==> config.mk <==
export PLATFORM = sky130hd
export DESIGN_NAME = sprite_addr_gen
export DESIGN_NICKNAME = d
export VERILOG_FILES = /design/src/rtl/sprite_pkg.sv /design/src/rtl/sprite_anim_ctrl.sv /design/src/rtl/sprite_addr_gen.sv
export SDC_FILE = /design/constraint.sdc
export NUM_CORES = 1
export LEC_CHECK = 0
export BUFFER_PORTS_ARGS = -buffer_cell sky130_fd_sc_hd__buf_4
export CAP_MARGIN = 30
export CORE_UTILIZATION = 30
export CTS_CLUSTER_DIAMETER = 120
export DETAILED_ROUTE_END_ITERATION = 8
export SLEW_MARGIN = 20
export SYNTH_ARGS = -nofsm -noshare
export SYNTH_HDL_FRONTEND = slang
export SYNTH_SLANG_ARGS = --single-unit
==> constraint.sdc <==
create_clock -name vga_clk -period 2.9 [get_ports vga_clk]
set_input_delay 0.435 -clock vga_clk [delete_from_list [all_inputs] [get_ports vga_clk]]
set_output_delay 0.435 -clock vga_clk [all_outputs]
set_load 0.02 [all_outputs]
==> src/rtl/sprite_pkg.sv <==
`default_nettype none
// ============================================================================
//  Module   : sprite_pkg
//  Brief    : Shared screen geometry, coordinate width and animation states.
//  Revision : 1.0 - initial release
// ============================================================================
package sprite_pkg;

    localparam int SCREEN_W = 640;
    localparam int SCREEN_H = 480;
    localparam int COORD_W  = 10;

    typedef enum logic [1:0] {
        IDLE = 2'd0,
        PLAY = 2'd1,
        DONE = 2'd2
    } anim_state_t;

endpackage
`default_nettype wire

==> src/rtl/sprite_anim_ctrl.sv <==
`default_nettype none
// ============================================================================
//  Module   : sprite_anim_ctrl
//  Brief    : Animation sequencer: hold counter, frame index and done pulse.
//  Revision : 1.0 - initial release
// ============================================================================
module sprite_anim_ctrl
    import sprite_pkg::*;
#(
    parameter int NUM_FRAMES = 8,
    parameter int HOLD_TICKS = 4,
    parameter int LOOP       = 0,
    parameter int c_FRAME_W  = (NUM_FRAMES > 1) ? $clog2(NUM_FRAMES) : 1
) (
    input  logic                 clk,
    input  logic                 rst,
    input  logic                 i_frame_tick,
    input  logic                 i_anim_start,
    output logic [c_FRAME_W-1:0] o_frame_idx,
    output logic                 o_anim_busy,
    output logic                 o_anim_done
);

    localparam int c_HOLD_W = (HOLD_TICKS > 1) ? $clog2(HOLD_TICKS) : 1;
    localparam logic [c_HOLD_W-1:0]  c_HOLD_LAST  = c_HOLD_W'(HOLD_TICKS - 1);
    localparam logic [c_FRAME_W-1:0] c_FRAME_LAST = c_FRAME_W'(NUM_FRAMES - 1);

    anim_state_t          r_state;
    logic [c_HOLD_W-1:0]  r_hold;
    logic [c_FRAME_W-1:0] r_frame;
    logic                 r_busy;
    logic                 r_done;

    // A start pulse always wins; a tick arriving with it is dropped.
    always_ff @(posedge clk) begin
        if (rst) begin
            r_state <= IDLE;
            r_hold  <= '0;
            r_frame <= '0;
            r_busy  <= 1'b0;
            r_done  <= 1'b0;
        end else begin
            r_done <= 1'b0;
            if (i_anim_start) begin
                r_state <= PLAY;
                r_hold  <= '0;
                r_frame <= '0;
                r_busy  <= 1'b1;
            end else if ((r_state == PLAY) && i_frame_tick) begin
                if (r_hold == c_HOLD_LAST) begin
                    r_hold <= '0;
                    if (r_frame == c_FRAME_LAST) begin
                        r_done <= 1'b1;
                        if (LOOP != 0) begin
                            r_frame <= '0;
                        end else begin
                            r_state <= DONE;
                            r_busy  <= 1'b0;
                        end
                    end else begin
                        r_frame <= r_frame + c_FRAME_W'(1);
                    end
                end else begin
                    r_hold <= r_hold + c_HOLD_W'(1);
                end
            end
        end
    end

    assign o_frame_idx = r_frame;
    assign o_anim_busy = r_busy;
    assign o_anim_done = r_done;

endmodule
`default_nettype wire

==> src/rtl/sprite_addr_gen.sv <==
`default_nettype none
// ============================================================================
//  Module   : sprite_addr_gen
//  Brief    : Maps VGA beam position to sprite ROM address with animation
//             frames; horizontal mirroring enabled by SPRITE_MIRROR_EN.
//  Revision : 1.0 - initial release
// ============================================================================
module sprite_addr_gen
    import sprite_pkg::*;
#(
    parameter int SPRITE_W   = 64,
    parameter int SPRITE_H   = 128,
    parameter int NUM_FRAMES = 8,
    parameter int HOLD_TICKS = 4,
    parameter int LOOP       = 0,
    parameter int ADDR_W     = 16,
    parameter int c_FRAME_W  = (NUM_FRAMES > 1) ? $clog2(NUM_FRAMES) : 1
) (
    input  logic                 vga_clk,
    input  logic                 reset,
    input  logic [COORD_W-1:0]   draw_x,
    input  logic [COORD_W-1:0]   draw_y,
    input  logic                 blank_in,
    input  logic                 frame_tick,
    input  logic [COORD_W-1:0]   pos_x,
    input  logic [COORD_W-1:0]   pos_y,
    input  logic                 facing_left,
    input  logic                 anim_start,
    output logic [ADDR_W-1:0]    rom_address,
    output logic                 in_sprite,
    output logic                 blank_out,
    output logic [c_FRAME_W-1:0] frame_idx,
    output logic                 anim_busy,
    output logic                 anim_done
);

    localparam int c_DELTA_W = COORD_W + 1;
    localparam int c_COL_W   = (SPRITE_W > 1) ? $clog2(SPRITE_W) : 1;
    localparam int c_ROW_W   = (SPRITE_H > 1) ? $clog2(SPRITE_H) : 1;

    logic [COORD_W-1:0]   r_pos_x;
    logic [COORD_W-1:0]   r_pos_y;
    logic [c_DELTA_W-1:0] w_dx;
    logic [c_DELTA_W-1:0] w_dy;
    logic                 w_hit;
    logic [c_COL_W-1:0]   w_col;
    logic [c_ROW_W-1:0]   w_row;
    logic [ADDR_W-1:0]    w_addr;
    logic [ADDR_W-1:0]    r_rom_address;
    logic                 r_in_sprite;
    logic                 r_blank;

    sprite_anim_ctrl #(
        .NUM_FRAMES (NUM_FRAMES),
        .HOLD_TICKS (HOLD_TICKS),
        .LOOP       (LOOP)
    ) u_anim_ctrl (
        .clk          (vga_clk),
        .rst          (reset),
        .i_frame_tick (frame_tick),
        .i_anim_start (anim_start),
        .o_frame_idx  (frame_idx),
        .o_anim_busy  (anim_busy),
        .o_anim_done  (anim_done)
    );

    // Placement is only taken at the frame boundary so a sprite never tears.
    always_ff @(posedge vga_clk) begin
        if (reset) begin
            r_pos_x <= '0;
            r_pos_y <= '0;
        end else if (frame_tick) begin
            r_pos_x <= pos_x;
            r_pos_y <= pos_y;
        end
    end

    // Negative deltas wrap to large unsigned values and fail the bound test.
    assign w_dx  = {1'b0, draw_x} - {1'b0, r_pos_x};
    assign w_dy  = {1'b0, draw_y} - {1'b0, r_pos_y};
    assign w_hit = blank_in
                   && (w_dx < c_DELTA_W'(SPRITE_W))
                   && (w_dy < c_DELTA_W'(SPRITE_H));
    assign w_row = w_dy[c_ROW_W-1:0];

`ifdef SPRITE_MIRROR_EN
    logic r_facing;

    always_ff @(posedge vga_clk) begin
        if (reset) begin
            r_facing <= 1'b0;
        end else if (frame_tick) begin
            r_facing <= facing_left;
        end
    end

    assign w_col = r_facing ? (c_COL_W'(SPRITE_W - 1) - w_dx[c_COL_W-1:0])
                            : w_dx[c_COL_W-1:0];
`else
    logic w_unused_facing;

    assign w_unused_facing = facing_left;
    assign w_col           = w_dx[c_COL_W-1:0];
`endif

    assign w_addr = ADDR_W'(frame_idx) * ADDR_W'(SPRITE_W * SPRITE_H)
                  + ADDR_W'(w_row) * ADDR_W'(SPRITE_W)
                  + ADDR_W'(w_col);

    always_ff @(posedge vga_clk) begin
        if (reset) begin
            r_rom_address <= '0;
            r_in_sprite   <= 1'b0;
            r_blank       <= 1'b0;
        end else begin
            r_rom_address <= w_hit ? w_addr : '0;
            r_in_sprite   <= w_hit;
            r_blank       <= blank_in;
        end
    end

    assign rom_address = r_rom_address;
    assign in_sprite   = r_in_sprite;
    assign blank_out   = r_blank;

endmodule
`default_nettype wire

==> flow_summary.yaml <==
routing:
  route.met2.wl_mm: 2.68
  routed.top_layer: "met4"
  drc: 0
  route.met3.wl_microns: 301
  wl_met1_mm: 2.79
  detail_route.wl_per_cell_microns: 12.7
  antenna_left: 0
  routed_wl_mm: 5.83
  drt-pass1-iter-count: 4
  drt_iter0_drc: 40
  num_vias: 2115
  routed_via_density: 4.62
min_path:
  hold_path.class: "input pin to flip-flop"
  hold_depth: 2
synth:
  yosysTopAreaCell: "dfxtp_1"
  syn_avg_cell_area_sq_um: 9.29
  synth.distinct_cells: 51
  synth_nets: 356
  synth_common_cells: "46 x dfxtp_1, 34 x nor2_1, 27 x inv_1"
  synth_area_leaders: "dfxtp_1 35%, ha_1 11%, mux2i_1 8.7%"
  synth_edf_count: 0
  ys_async_sr_fraction: 0
  syn_area_sq_mm: 0.00265
  synth_flop_cell: "dfxtp_1"
  yosysTopAreaCellShare: 0.348
  synthCells: 285
  ys_seq_elements: 46
  ys_seq_area_frac: 0.348
  yosysMostFrequentCell: "dfxtp_1"
  yosysWarnings: 0
cells_and_area:
  area_growth_syn_to_layout_pct: 27.0
  utilization: 0.401
  multi_input_area_sq_mm: 0.00157
  layout-drive-gt1-share: 0.295
  fin_nets: 423
  fillerInstances: 867
  antenna_cells: 0
  regArea_sq_um: 921
floorplan:
  coreArea_sq_mm: 0.00838
  floorplan.initialDensity: 0.316
  io_pins: 69
  die_area_sq_mm: 0.00920
  rows: 33
  die_w_microns: 95.9
  die_y_microns: 95.9
clock_network:
  clock-root-buffer: "clkbuf_8"
  insertion_delay_ps: 300
  cts_sinks: 46
  cts_hold_buf: 0
  cts_tree: "built"
  numCtsBuffers: 5
  h-tree-depth: 2
  path_clk_slew_ps: 90
  clk_path_buf_depth: 2
pwr:
  peakVddDrop_mv: 0.202
  pwr-share-clk: 0.275
  sw_frac_of_total: 0.300
  p_int_w: 0.000998
  power_density_mw_per_mm2: 424
  power.switching_w: 0.000427
  combinationalPowerShare: 0.262
  power_leakage_nw: 1.44
  seqPwrFrac: 0.464
worst_setup_path:
  worstPathRequired_ps: 3130
  r2r_end: "rom_address[4]"
  worstSetupPathType: "flip-flop to flip-flop"
  critPathBufInv: 2
  crit_cells: 11
  startpoint_type: "flip-flop"
  max_stage_delay_ps: 400
  critical-path-top-delay-family: "simple AND/OR/NAND/NOR gates"
  cp.arrival_ps: 2790
  worstPathMaxFanout: 9
  r2r_start: "r_pos_x[0]"
  cpMostUsedCell: "nor3_2"
  ff2ff_path_depth: 11
  cp-end-kind: "flip-flop"
  r2r_slack_ps: 340
  slowest_stage: "fa_1"
  cp-endpoint: "rom_address[4]"
  path_cells: "ha_1 -> inv_1 -> fa_1 -> a21o_1 -> and4_1 -> nor3_2 -> xor2_1 -> and3_1 -> nand3_4 -> buf_4 -> nor3_2"
  startpoint: "r_pos_x[0]"
timing:
  finClkSkew_ps: 6.06
  fin_ws_ps: 341
  min_period_ps: 2560
  finalCritPeriodShare: 0.882
  timing.slew.headroom: 0.615
  drv_slew: 0
  worst_pin_slew_ps: 576
  hold_viol: 0
  fmax_ghz: 0.391
  grt_setup_unrepaired: "no"
  timing.setup.tns_ps: 0
  finalSetupViolations: 0
placement:
  dp_hpwl_mm: 4.54
  gp_congestion: 0.752
  io_buffers: 67
  post-place-ws_ps: 18.3
status:
  status: "completed"
flow_run:
  drv_cap: 0
global_route:
  grt_pass1_wl_mm: 9.50
  grt_max_degree: 25
  grt_antenna_before_repair: 0
  grt_pass1_vias: 2072
  grt_use_total: 0.134
  grt_overflow: 0
-- layout make-up --
class | instances | share of cell area
clock buffers | 5 | 0.0205
clock inverters | 3 | 0.00633
inverters | 27 | 0.0301
multi-input cells | 200 | 0.466
flip-flops and latches | 46 | 0.274
well taps | 105 | 0.0391
repair buffers | 72 | 0.164
-- cells in the final DEF (no fill, tap or decap), types with 2 or more instances in the layout --
cell type / instances
nand2b_1: 6
o31a_1: 2
clkbuf_8: 5
fa_1: 2
nor3_1: 6
dfxtp_1: 46
nor4_1: 2
nor4b_2: 2
a211o_1: 2
nand2_1: 9
nor3_2: 10
o21ai_0: 11
xnor2_1: 3
and3_1: 3
and2_1: 2
nor2_1: 34
o21a_1: 6
buf_4: 71
xor2_1: 3
nor2b_1: 12
nand3_1: 3
mux2i_1: 23
ha_1: 23
a21oi_1: 13
inv_1: 27
-- metrics by stage --
step	total power [W]	hold WS, ps	cell area, sq um	cells
2_1_floorplan	0.000932	456	2650	285
3_3_place_gp	0.00104	467	3270	450
3_5_place_dp	0.00105	479	3270	450
4_1_cts	0.00146	346	3360	458
5_1_grt	0.00153	350	3360	458
6_report	0.00142	357	3360	458
-- sequential cells by signal, indices dropped and copies added, names as in the netlist --
| signal | count |
|---|---|
| u_anim_ctrl.r_hold | 2 |
| blank_out | 1 |
| u_anim_ctrl.r_state | 2 |
| rom_address | 16 |
| r_pos_y | 10 |
| u_anim_ctrl.o_frame_idx | 3 |
| u_anim_ctrl.o_anim_done | 1 |
| in_sprite | 1 |
| r_pos_x | 10 |
-- power by group through the flow --
stage	clock, W	combinational, W	sequential (W)
6_report	0.000391	0.000373	0.000661
5_1_grt	0.000445	0.000418	0.000664
4_1_cts	0.000423	0.000375	0.000661
3_5_place_dp	0	0.000373	0.000676
3_3_place_gp	0	0.000369	0.000675
2_1_floorplan	0	0.000257	0.000675
-- metal layers --
layer  track usage  vias to the layer above
met4        0.0323                        0
li1              -                     1117
met5             0                        -
met1         0.176                      945
met3        0.0324                        6
met2         0.218                       47
-- worst min path at each step --
stage,startpoint,endpoint,slack [ps]
floorplan,u_anim_ctrl.o_frame_idx[1],rom_address[14],460
global placement,u_anim_ctrl.r_hold[1],u_anim_ctrl.r_hold[1],470
detailed placement,u_anim_ctrl.o_frame_idx[2],rom_address[15],480
CTS,reset,blank_out,350
global route,reset,blank_out,350
finish,reset,blank_out,360
-- what timing repair did --
item / 4_1_cts / 5_1_grt
setup buffers: 0 / 0
endpoints found under the setup margin: 0 / 6
gates resized for setup: 0 / 1
-- logic make-up (layout without fill, tap and decap cells) --
kind of cell,after synthesis,count (layout),share of synthesized area
xor+xnor,6,6,0.0199
flops,46,46,0.348
compound gates,50,50,0.145
mux,25,25,0.0969
fa+ha+maj,25,25,0.124
simple gates,94,94,0.204
buf+inv,39,107,0.0629
Note: power is estimated with default switching activity, not from simulation.
